### src/rtl/video_ctrl_top.sv
// LCD/VGA timing generator with a grid or solid-colour test pattern and a heartbeat LED.
// Pixel rate is half the system clock, driven by an internal clock enable.
module video_ctrl_top #(
  parameter int unsigned HDISP  = 800,
  parameter int unsigned VDISP  = 480,
  parameter int unsigned HFP    = 40,
  parameter int unsigned HPULSE = 48,
  parameter int unsigned HBP    = 40,
  parameter int unsigned VFP    = 13,
  parameter int unsigned VPULSE = 3,
  parameter int unsigned VBP    = 29,
  parameter int unsigned GRID   = 16,
  parameter int unsigned CLK_HZ = 50_000_000
) (
  input  logic        FPGA_CLK1_50,
  input  logic        reset,
  input  logic [1:0]  KEY,
  input  logic [3:0]  SW,
  output logic [7:0]  LED,
  output logic        video_CLK,
  output logic        video_HS,
  output logic        video_VS,
  output logic        video_BLANK,
  output logic [23:0] video_RGB
);

  localparam int unsigned HTOT = HDISP + HFP + HPULSE + HBP;
  localparam int unsigned VTOT = VDISP + VFP + VPULSE + VBP;
  localparam int unsigned XW   = $clog2(HTOT);
  localparam int unsigned YW   = $clog2(VTOT);
  localparam int unsigned GW   = $clog2(GRID);
  localparam int unsigned HALF = CLK_HZ / 2;
  localparam int unsigned DW   = (HALF > 1) ? $clog2(HALF) : 1;

  localparam logic [XW-1:0] X_LAST   = XW'(HTOT - 1);
  localparam logic [YW-1:0] Y_LAST   = YW'(VTOT - 1);
  localparam logic [DW-1:0] DIV_LAST = DW'(HALF - 1);

  logic          r_pe;
  logic          r_vclk;
  logic [XW-1:0] r_x;
  logic [YW-1:0] r_y;
  logic          r_hs;
  logic          r_vs;
  logic          r_blank;
  logic [23:0]   r_rgb;
  logic [DW-1:0] r_div;
  logic          r_led;

  logic          w_x_last;
  logic          w_y_last;
  logic [XW-1:0] w_x_next;
  logic [YW-1:0] w_y_next;
  logic          w_active;
  logic          w_hs;
  logic          w_vs;
  logic          w_grid;
  logic [23:0]   w_rgb;
  logic          w_unused;

  assign w_unused = ^{KEY, SW[3:1]};

  always_comb begin
    w_x_last = (r_x == X_LAST);
    w_y_last = (r_y == Y_LAST);
    w_x_next = w_x_last ? '0 : r_x + 1'b1;
    w_y_next = r_y;
    if (w_x_last) begin
      w_y_next = w_y_last ? '0 : r_y + 1'b1;
    end
    // 32-bit compares so porch boundaries equal to HTOT/VTOT cannot alias.
    w_active = (32'(r_x) < HDISP) && (32'(r_y) < VDISP);
    w_hs = !((32'(r_x) >= HDISP + HFP) && (32'(r_x) < HDISP + HFP + HPULSE));
    w_vs = !((32'(r_y) >= VDISP + VFP) && (32'(r_y) < VDISP + VFP + VPULSE));
    w_grid = (r_x[GW-1:0] == '0) || (r_y[GW-1:0] == '0);
    w_rgb  = 24'h000000;
    if (w_active) begin
      if (SW[0]) begin
        w_rgb = 24'h0000FF;
      end else if (w_grid) begin
        w_rgb = 24'hFFFFFF;
      end
    end
  end

  always_ff @(posedge FPGA_CLK1_50 or posedge reset) begin
    if (reset) begin
      r_pe    <= 1'b0;
      r_vclk  <= 1'b0;
      r_x     <= '0;
      r_y     <= '0;
      r_hs    <= 1'b1;
      r_vs    <= 1'b1;
      r_blank <= 1'b0;
      r_rgb   <= 24'h000000;
    end else begin
      r_pe   <= ~r_pe;
      r_vclk <= ~r_pe;
      // Outputs decode the counter value present on this enabled edge.
      if (r_pe) begin
        r_x     <= w_x_next;
        r_y     <= w_y_next;
        r_hs    <= w_hs;
        r_vs    <= w_vs;
        r_blank <= w_active;
        r_rgb   <= w_rgb;
      end
    end
  end

  always_ff @(posedge FPGA_CLK1_50 or posedge reset) begin
    if (reset) begin
      r_div <= '0;
      r_led <= 1'b0;
    end else if (r_div == DIV_LAST) begin
      r_div <= '0;
      r_led <= ~r_led;
    end else begin
      r_div <= r_div + 1'b1;
    end
  end

  assign LED         = {7'b0000000, r_led};
  assign video_CLK   = r_vclk;
  assign video_HS    = r_hs;
  assign video_VS    = r_vs;
  assign video_BLANK = r_blank;
  assign video_RGB   = r_rgb;

endmodule

### config.mk
export PLATFORM = sky130hd
export DESIGN_NAME = video_ctrl_top
export DESIGN_NICKNAME = d
export VERILOG_FILES = /design/src/rtl/video_ctrl_top.sv
export SDC_FILE = /design/constraint.sdc
export NUM_CORES = 1
export LEC_CHECK = 0
export ABC_CLOCK_PERIOD_IN_PS = 3000
export CAP_MARGIN = 5
export CORE_MARGIN = 3
export CORE_UTILIZATION = 55
export DETAILED_ROUTE_END_ITERATION = 12
export GPL_ROUTABILITY_DRIVEN = 0
export PLACE_DENSITY_LB_ADDON = 0.15
export REMOVE_ABC_BUFFERS = 1
export SLEW_MARGIN = 20
export SYNTH_ARGS = -nofsm -noshare
export SYNTH_HDL_FRONTEND = slang
export SYNTH_SLANG_ARGS = --single-unit
### constraint.sdc
create_clock -name FPGA_CLK1_50 -period 3 [get_ports FPGA_CLK1_50]
set_input_delay 0.3 -clock FPGA_CLK1_50 [delete_from_list [all_inputs] [get_ports FPGA_CLK1_50]]
set_output_delay 0.3 -clock FPGA_CLK1_50 [all_outputs]
set_load 0.02 [all_outputs]
==> impl_metrics.ini, run 1 <==
[placed_design]
numPortBuffers = 31
dp.final_hpwl_mm = 3.69
pre_cts_slack_ns = 0.970

[setup_path]
worstSetupEndpointType = flop
cp_data_required_time_ns = 3.19
crit_path_start_kind = flop
reg2regPathDepth = 5
path_max_fanout = 9
worst-endpoint-arrival_ns = 2.25
crit_type = reg2reg

[route]
antenna_viol_nets_final = 0
drt_pre_antenna_iters = 4
routed_via_density = 5.38
drt_wl_total_mm = 5.01
routedWlPerCell_um = 13.5
num_vias = 1995
drc = 0
drtIter0Drc = 68

[global_route]
grt_first_pass_wirelength_mm = 8.78
gr-usage-met1_pct = 22.2
combined_global_route_utilization_of_all_metal_layers_pct = 17.9
grt.busiest_layer = met2
antenna_found_initial = 0
overflow = 0
groute.layer.met3.usage_pct = 3.94
first_global_vias = 1916
grt_max_degree = 34
groute.layer.met2.usage_pct = 31.1

[yosys]
synth_async_sr_flop_share_pct = 100
synthesis.instances = 295
avgSynthCellArea_um2 = 9.65
synth_compound_area_share_pct = 8.79
synth.cell_area_um2 = 2850
post_synth_and_or_nand_nor_area_fraction_pct = 21.8
muxShareOfSynthArea_pct = 1.80
adder_cell_area_share_of_the_yosys_netlist_pct = 2.64
synth_seq_area_share_pct = 45.8
yosys_register_bits = 52
top_flip_flop_cell_by_instance_count_after_synthesis = sky130_fd_sc_hd__dfrtp_1
synthXorXnorAreaFrac_pct = 7.07
ys.warnings.count = 0
number_of_enable_flip_flop_cells_after_synthesis = 0
ys_types = 49
combinational_family_with_the_most_area_after_synthesis = simple AND/OR/NAND/NOR gates

[floorplanning]
floorplan.rows = 25
i_o_pin_count = 44
die_area_um2 = 6080
vertical_die_dimension_um = 78.0
design.core.area_um2 = 4850
die_width_um = 78.0
initial_utilization_pct = 58.7

[cts]
cts_htree_levels = 2
clk_pin_slew_ns = 0.09
cts_made_buffers = 5
tritoncts_clock_tree = yes
cts_sinks = 52
cts.repair_timing.setup_buffer_count = 0
clockBufferDepth = 2
cell_chosen_for_the_clock_root = sky130_fd_sc_hd__clkbuf_8
clock_insertion_delay_worst_skew_ns = 0.30
cts_resized = 0
holdBufCountCts = 0

[sta]
max_slew_margin_pct = 57.4
fmaxAchievable_ghz = 0.487
skew_ns = 0.00343
finalSetupViolCount = 0
final-hold-violation-count = 0
setup-tns-final_ns = 0
rsz0062_at_grt = false
fin_worst_hold_slack_ns = 0.309
worst-slew-pin-transition_ns = 0.634
fin_ws_ns = 0.947
maxSlewViolCount = 0
min_period_ns = 2.05
final_min_period_over_clock_period_pct = 68.4

[outcome]
run_status = finished clean

[pwr]
pwr_density_cell_nw_per_um2 = 377
total_leakage_power_nw = 1.33
power.total_mw = 1.17
max-vdd-ir-drop_uv = 244

[finish]
final_common_cell = sky130_fd_sc_hd__dfrtp_1
layout.cells.most_common_list = 50 x sky130_fd_sc_hd__dfrtp_1, 31 x sky130_fd_sc_hd__clkdlybuf4s50_1, 20 x sky130_fd_sc_hd__nand3_1, 20 x sky130_fd_sc_hd__nor2_1
diodes = 0
final_nets = 317
area_delta_synth_final_pct = 9.05
drive_gt1_share_pct = 7.57

[min_path]
worstHoldPathType = in2async

[job]
drv.max_cap_violation_count = 0
## synthesized netlist by cell type, types with 2 or more instances
library cell | count | area share (%)
sky130_fd_sc_hd__nand3_1 | 20 | 3.5
sky130_fd_sc_hd__a21oi_1 | 9 | 1.6
sky130_fd_sc_hd__nand2b_1 | 2 | 0.44
sky130_fd_sc_hd__dfstp_2 | 2 | 1.8
sky130_fd_sc_hd__nor2_1 | 20 | 2.6
sky130_fd_sc_hd__nor3_1 | 6 | 1.1
sky130_fd_sc_hd__and3_1 | 5 | 1.1
sky130_fd_sc_hd__nor4b_1 | 2 | 0.62
sky130_fd_sc_hd__a31oi_1 | 3 | 0.66
sky130_fd_sc_hd__dfrtp_1 | 50 | 44
sky130_fd_sc_hd__a21boi_0 | 2 | 0.53
sky130_fd_sc_hd__nor4_1 | 3 | 0.66
sky130_fd_sc_hd__nand4_1 | 12 | 2.6
sky130_fd_sc_hd__buf_2 | 3 | 0.53
sky130_fd_sc_hd__xor2_1 | 9 | 2.8
sky130_fd_sc_hd__and4_1 | 3 | 0.92
sky130_fd_sc_hd__and2_1 | 2 | 0.44
sky130_fd_sc_hd__nor3_2 | 2 | 0.70
sky130_fd_sc_hd__o21ai_0 | 16 | 2.8
sky130_fd_sc_hd__inv_1 | 16 | 2.1
sky130_fd_sc_hd__or3_1 | 7 | 1.5
sky130_fd_sc_hd__mux2i_1 | 4 | 1.4
sky130_fd_sc_hd__buf_4 | 32 | 8.4
sky130_fd_sc_hd__xnor2_1 | 14 | 4.3
sky130_fd_sc_hd__o31ai_1 | 2 | 0.53
sky130_fd_sc_hd__clkbuf_1 | 4 | 0.53
sky130_fd_sc_hd__nor2b_1 | 3 | 0.66
sky130_fd_sc_hd__nand2_1 | 16 | 2.1
sky130_fd_sc_hd__ha_1 | 6 | 2.6
## final timing paths
check	from	endpoint	slack, ns
worst max-delay path	r_div[2]	r_div[5]	0.95
worst min-delay path	reset	video_RGB[22]	0.31
worst max register to register	r_div[2]	r_div[5]	0.95
worst min register to register	r_div[0]	r_div[0]	0.45
max in group asynchronous	reset	video_HS	1.90
min in group FPGA_CLK1_50	r_div[0]	r_div[0]	0.45
## per-stage QoR
stage	instances	instance area, um^2	util, %
final	371	3110	64.1
after global routing	371	3110	64.1
after CTS	371	3110	64.1
after detailed placement	363	3010	62.1
after global placement	363	3010	62.1
after floorplan	261	2590	-
## where the power goes
part	total, mW	internal (mW)	switching (mW)
Sequential	0.704	0.701	0.00264
Combinational	0.0622	0.0217	0.0405
Clock	0.405	0.184	0.220
## registers in the layout, summed over array words and instances, names as in the netlist
register / flops
r_x: 10
video_HS: 1
r_div: 25
video_CLK: 1
video_BLANK: 1
video_RGB: 2
r_y: 10
r_led: 1
video_VS: 1
## worst max-delay path, stage by stage (launching register included)
cell	delay [ns]
sky130_fd_sc_hd__dfrtp_1	0.43
sky130_fd_sc_hd__and4_1	0.40
sky130_fd_sc_hd__nand4_1	0.24
sky130_fd_sc_hd__nor3_2	0.54
sky130_fd_sc_hd__buf_4	0.28
sky130_fd_sc_hd__nor2_1	0.06
## layer usage
| metal | up-vias | share of wire [%] |
|---|---|---|
| li1 | 1013 | - |
| met1 | 951 | 45 |
| met2 | 24 | 51 |
| met3 | 7 | 2.5 |
| met4 | 0 | 1.4 |
| met5 | - | 0 |
## final cells by class
cell class / instances / area, um^2
Sequential cell: 52 / 1300
Tap cell: 67 / 83.8
Inverter: 16 / 60.1
Clock buffer: 6 / 82.6
Timing Repair Buffer: 35 / 340
Fill cell: 415 / 1740
Clock inverter: 2 / 10.0
Multi-Input combinational cell: 193 / 1220
## cells by family (layout without fill, tap and decap cells)
group,count (synthesis),in the layout
other,1,7
flip-flops,52,52
AND/OR/NAND/NOR,111,111
multiplexers,5,5
AO/OA/AOI/OAI,41,41
adder cells (fa/ha/maj),6,6
buffers and inverters,56,59
XOR/XNOR,23,23
Power figures use the tool's default switching activity.
==> inputs of run 2 (changes only) <==
ABC_CLOCK_PERIOD_IN_PS = 1900   (was 3000)
CORE_UTILIZATION = 54   (was 55)
clock period = 1.9 ns   (was 3 ns; I/O delays follow)
==> run 2 against run 1 <==
- count of clock-buffer cells in the layout stayed put
- combinational power increased by 66%
- first-iteration DRC count increased by 81%
- critical endpoint is now r_div[24]
- largest cell class unchanged
- highest routed layer unchanged
==> impl_metrics.ini, run 2 (synthesized netlist as in run 1, its figures left out) <==
[route]
met3_wirelength_um = 161
antenna_viol_nets_final = 0
drt_wl_total_mm = 5.23
routed_via_density = 5.41
routed-wl-met2_mm = 2.57
drc = 0
routedWlPerCell_um = 13.9
drtIter0Drc = 123
num_vias = 2038
drt_pre_antenna_iters = 4
m1WireLength_mm = 2.35
highest_layer = met4

[sta]
maxSlewViolCount = 0
max_slew_margin_pct = 66.1
worst-slew-pin-transition_ns = 0.503
final_min_period_over_clock_period_pct = 91.6
skew_ns = 0.00303
setup-tns-final_ns = 0
rsz0062_at_grt = false
finalSetupViolCount = 0
final-hold-violation-count = 0
min_period_ns = 1.74
fmaxAchievable_ghz = 0.574

[global_route]
overflow = 0
first_global_vias = 1897
grt_max_degree = 24
grt_first_pass_wirelength_mm = 8.91
antenna_found_initial = 0
combined_global_route_utilization_of_all_metal_layers_pct = 18.1

[cts]
cts_htree_levels = 2
clk_pin_slew_ns = 0.09
cts_made_buffers = 5
holdBufCountCts = 0
tritoncts_clock_tree = yes
clock_insertion_delay_worst_skew_ns = 0.31
clockBufferDepth = 2
cts_sinks = 52
cell_chosen_for_the_clock_root = sky130_fd_sc_hd__clkbuf_8

[placed_design]
dp.final_hpwl_mm = 3.67
numPortBuffers = 31
dpl-instance-area_um2 = 3080

[setup_path]
crit_path_cell_trace = and4_4 -> nand4_2 -> or4_1 -> a21oi_1
ff2ff_setup_slack_ns = 0.16
crit_family = simple AND/OR/NAND/NOR gates
crit_type = reg2reg
path_max_fanout = 11
worstReg2RegStart = r_div[7]
worstSetupEndpointType = flop
reg2regPathDepth = 4
worst-endpoint-arrival_ns = 1.98
worstPathBufferInverterCount = 0
crit_path_slowest_cell = sky130_fd_sc_hd__or4_1
crit_path_start_kind = flop
cp_slowest_stage_delay_ns = 0.54
timing.rr.end = r_div[24]
cp_data_required_time_ns = 2.14

[finish]
area_delta_synth_final_pct = 12.3
drive_gt1_share_pct = 9.68
top_register = r_div
diodes = 0
final.fill_count = 419
final_nets = 323
final_area_um2 = 3200
layout.cells.most_common_list = 49 x sky130_fd_sc_hd__dfrtp_1, 31 x sky130_fd_sc_hd__clkdlybuf4s50_1, 20 x sky130_fd_sc_hd__nand3_1, 20 x sky130_fd_sc_hd__nor2_1
biggestRegsByFlops = r_div x25, r_x x10, r_y x10
final_common_cell = sky130_fd_sc_hd__dfrtp_1
largest_register_ff_count = 25

[pwr]
total_leakage_power_nw = 1.38
max-vdd-ir-drop_uv = 495
pwr_density_cell_nw_per_um2 = 615

[floorplanning]
floorplan.rows = 25
die_width_um = 78.6
initial_utilization_pct = 58.0
die_area_um2 = 6180
design.core.area_um2 = 4910
i_o_pin_count = 44
vertical_die_dimension_um = 78.6

[job]
drv.max_cap_violation_count = 0

[min_path]
worstHoldPathType = in2async

[outcome]
run_status = finished clean
[run 2: final cells by class]
type	instances	area, um^2	area share (%)
clock buffers	6	72.6	2.27
flip-flops and latches	52	1310	40.8
inverters	16	60.1	1.88
multi-input cells	193	1230	38.5
repair buffers	41	410	12.8
well taps	67	83.8	2.62
clock inverters	2	35.0	1.10
[run 2: worst max path at each step]
stage / startpoint / end / slack, ns / cells after the start
global route: r_div[2] / r_led / 0.005 / 5
global placement: r_y[1] / r_y[2] / 0.17 / 6
finish: r_div[7] / r_div[24] / 0.16 / 4
CTS: video_RGB[22] / video_RGB[22] / 0.04 / 1
floorplan: video_RGB[22] / video_RGB[22] / -0.68 / 2
detailed placement: r_y[1] / r_y[2] / 0.1 / 6
[run 2: per-stage QoR]
stage / power (mW) / cells / hold slack, ns / setup WS [ns] / utilization [%]
after global routing: 2.04 / 377 / 0.189 / 0.00542 / 65.1
after global placement: 1.24 / 369 / 0.434 / 0.168 / 62.8
after CTS: 1.99 / 377 / 0.180 / 0.0438 / 65.0
after detailed placement: 1.24 / 369 / 0.446 / 0.0971 / 62.8
after floorplan: 1.19 / 261 / 0.306 / -0.679 / -
final: 1.97 / 377 / 0.173 / 0.159 / 65.1
[run 2: power by group]
part | switching, mW | internal [mW] | total [mW]
Combinational | 0.0645 | 0.0385 | 0.103
Sequential | 0.00429 | 1.11 | 1.11
Clock | 0.363 | 0.391 | 0.754
[run 2: timing repair]
action | in CTS | in global routing
buffers inserted | 0 | 0
gates resized for setup | 0 | 2
endpoints found under the setup margin | 0 | 21
[run 2: worst reg2reg max path, delay by kind of cell, from the launching register on]
| kind | cells | cell delay, ns |
|---|---|---|
| simple gates | 3 | 1.07 |
| flops | 1 | 0.46 |
| compound gates | 1 | 0.15 |
[run 2: routing by layer]
layer  track usage (%)  vias up
met1              22.3      965
met3              3.44       13
met2              30.3       41
li1                  -     1019
met4              9.09        0
met5                 0        -
==> inputs of run 3 (changes only) <==
ABC_AREA = 1   (was default)
CELL_PAD_IN_SITES_DETAIL_PLACEMENT = 2   (was default)
CELL_PAD_IN_SITES_GLOBAL_PLACEMENT = 2   (was default)
CORE_UTILIZATION = 32   (was 54)
==> run 3 against run 2 <==
- register-to-register slack better by 0.09 ns
- maximum frequency up 1.7%
- via count up 36%
- cell count up 54%
- cell area up 17%
- critical path depth down 3
- sequential share of layout area down 5.8 points
- synthesized cell count up 46%
- total power up 5.1%
- clock power up 13%
- core utilization down 28 points
==> impl_metrics.ini, run 3 <==
[global_route]
grt.busiest_layer = met2
grt_max_degree = 53
first_global_vias = 3037
antenna_found_initial = 0
groute.layer.met2.usage_pct = 29.9
overflow = 0
groute.layer.met3.usage_pct = 2.22
combined_global_route_utilization_of_all_metal_layers_pct = 16.2
gr-usage-met1_pct = 19.5
grt_first_pass_wirelength_mm = 15.1

[finish]
drive_gt1_share_pct = 13.9
postLayoutCoreUtil_pct = 37.4
top_register = r_div
finalNonFillerCells = 579
final_area_um2 = 3730
biggestRegsByFlops = r_div x25, r_x x10, r_y x10
diodes = 0
final_nets = 459
area_delta_synth_final_pct = 12.1
final_common_cell = sky130_fd_sc_hd__nand2_1
layout.cells.most_common_list = 100 x sky130_fd_sc_hd__nand2_1, 58 x sky130_fd_sc_hd__nor2_1, 49 x sky130_fd_sc_hd__dfrtp_1
largest_register_ff_count = 25

[yosys]
netlist_top_cells_area = sky130_fd_sc_hd__dfrtp_1 38%, sky130_fd_sc_hd__nand2_1 11%, sky130_fd_sc_hd__buf_4 6.8%, sky130_fd_sc_hd__nor2_1 6.5%, sky130_fd_sc_hd__inv_1 4.9%
ys_types = 36
number_of_enable_flip_flop_cells_after_synthesis = 0
top_flip_flop_cell_by_instance_count_after_synthesis = sky130_fd_sc_hd__dfrtp_1
yosys_register_bits = 52
synth_async_sr_flop_share_pct = 100
avgSynthCellArea_um2 = 7.70
synthesis.instances = 432
synth_seq_area_share_pct = 39.2
synth.most_common_cell = sky130_fd_sc_hd__nand2_1
synth_top_area_share_pct = 37.6
post-synth-top-area-cell = sky130_fd_sc_hd__dfrtp_1
synth.cell_area_um2 = 3320
ys.warnings.count = 0
synth.top_cells.by_count = 100 x sky130_fd_sc_hd__nand2_1, 58 x sky130_fd_sc_hd__nor2_1, 50 x sky130_fd_sc_hd__dfrtp_1

[route]
drt_wl_total_mm = 8.89
drtIter0Drc = 43
antenna_viol_nets_final = 0
drt_pre_antenna_iters = 4
drc = 0
routed_via_density = 4.80
num_vias = 2778
routedWlPerCell_um = 15.4

[setup_path]
cp_data_required_time_ns = 1.71
cp_slowest_stage_delay_ns = 0.67
crit_path_cell_trace = clkdlybuf4s50_1
worstPathBufferInverterCount = 1
crit_path_slowest_cell = sky130_fd_sc_hd__clkdlybuf4s50_1
crit_type = reg2out
worstSetupEndpointType = output port
crit_path_start_kind = flop
path_max_fanout = 17
crit_family = buffers and inverters
worst-endpoint-arrival_ns = 1.52

[floorplanning]
floorplan.rows = 36
die_width_um = 108
die_area_um2 = 11600
i_o_pin_count = 44
vertical_die_dimension_um = 108
initial_utilization_pct = 33.4
design.core.area_um2 = 9950

[job]
drv.max_cap_violation_count = 0

[pwr]
total_leakage_power_nw = 1.65
max-vdd-ir-drop_uv = 272
pwr_density_cell_nw_per_um2 = 555

[cts]
cts_resized = 1
clk_pin_slew_ns = 0.11
holdBufCountCts = 0
cts_htree_levels = 2
cell_chosen_for_the_clock_root = sky130_fd_sc_hd__clkbuf_8
cts_made_buffers = 5
clockBufferDepth = 2
cts.repair_timing.setup_buffer_count = 0
clock_insertion_delay_worst_skew_ns = 0.32
tritoncts_clock_tree = yes
cts_sinks = 52

[placed_design]
numPortBuffers = 31
dpl-instance-area_um2 = 3600
pre_cts_slack_ns = 0.225
dp.final_hpwl_mm = 6.82
post-place-cells = 571

[sta]
min_period_ns = 1.71
finalSetupViolCount = 0
skew_ns = 0.00968
final_min_period_over_clock_period_pct = 90.1
final-hold-violation-count = 0
maxSlewViolCount = 0
setup-tns-final_ns = 0
fmaxAchievable_ghz = 0.584
rsz0062_at_grt = false
fin_ws_ns = 0.189

[min_path]
worstHoldPathType = in2async

[outcome]
run_status = finished clean
==> run 3: through the flow <==
step | total power, mW | hold WS, ns
floorplan | 1.18 | 0.366
global placement | 1.24 | 0.471
detailed placement | 1.24 | 0.484
CTS | 2.11 | 0.240
global route | 2.15 | 0.249
finish | 2.07 | 0.228
==> run 3: worst paths after layout <==
path / slack (ns) / cells after the start / from / to
worst max-delay path: 0.19 / 1 / video_RGB[22] / video_RGB[14]
worst min-delay path: 0.23 / 3 / reset / r_div[0]
worst max register to register: 0.25 / 6 / r_div[0] / r_div[3]
worst min register to register: 0.50 / 2 / r_x[9] / r_x[9]
max in group asynchronous: 1.38 / 3 / reset / video_VS
min in group FPGA_CLK1_50: 0.50 / 2 / r_x[9] / r_x[9]
==> run 3: logic make-up (layout without fill, tap and decap cells) <==
logic type	count (synthesis)	after routing	synth area share, %
buffers and inverters	84	92	13.5
AO/OA/AOI/OAI	23	23	4.14
flip-flops	52	52	39.2
AND/OR/NAND/NOR	248	248	36.1
XOR/XNOR	18	18	4.74
other	1	7	0.113
adder cells (fa/ha/maj)	6	6	2.26
==> run 3: layout make-up <==
class / count / area (um^2)
Inverter: 51 / 201
Tap cell: 133 / 166
Timing Repair Buffer: 33 / 338
Fill cell: 1189 / 6230
Clock buffer: 6 / 82.6
Clock inverter: 2 / 38.8
Multi-Input combinational cell: 302 / 1600
Sequential cell: 52 / 1310
==> run 3: worst register-to-register path, stage by stage (launching register included) <==
cell and delay, ns:
sky130_fd_sc_hd__dfrtp_1 0.48, sky130_fd_sc_hd__ha_1 0.28, sky130_fd_sc_hd__nand3_2 0.15, sky130_fd_sc_hd__nor3_1 0.22, sky130_fd_sc_hd__nand2_1 0.21, sky130_fd_sc_hd__inv_2 0.16, sky130_fd_sc_hd__nor2_1 0.06
==> run 3: per-layer routing <==
metal / up-vias / wire length, um
li1: 1340 / -
met3: 9 / 153
met1: 1407 / 3840
met2: 22 / 4750
met5: - / 0
met4: 0 / 139
==> run 3: report_power, final <==
part / switching (mW) / internal (mW)
Sequential: 0.00464 / 1.11
Combinational: 0.0670 / 0.0372
Clock: 0.420 / 0.432
Total: 0.491 / 1.58
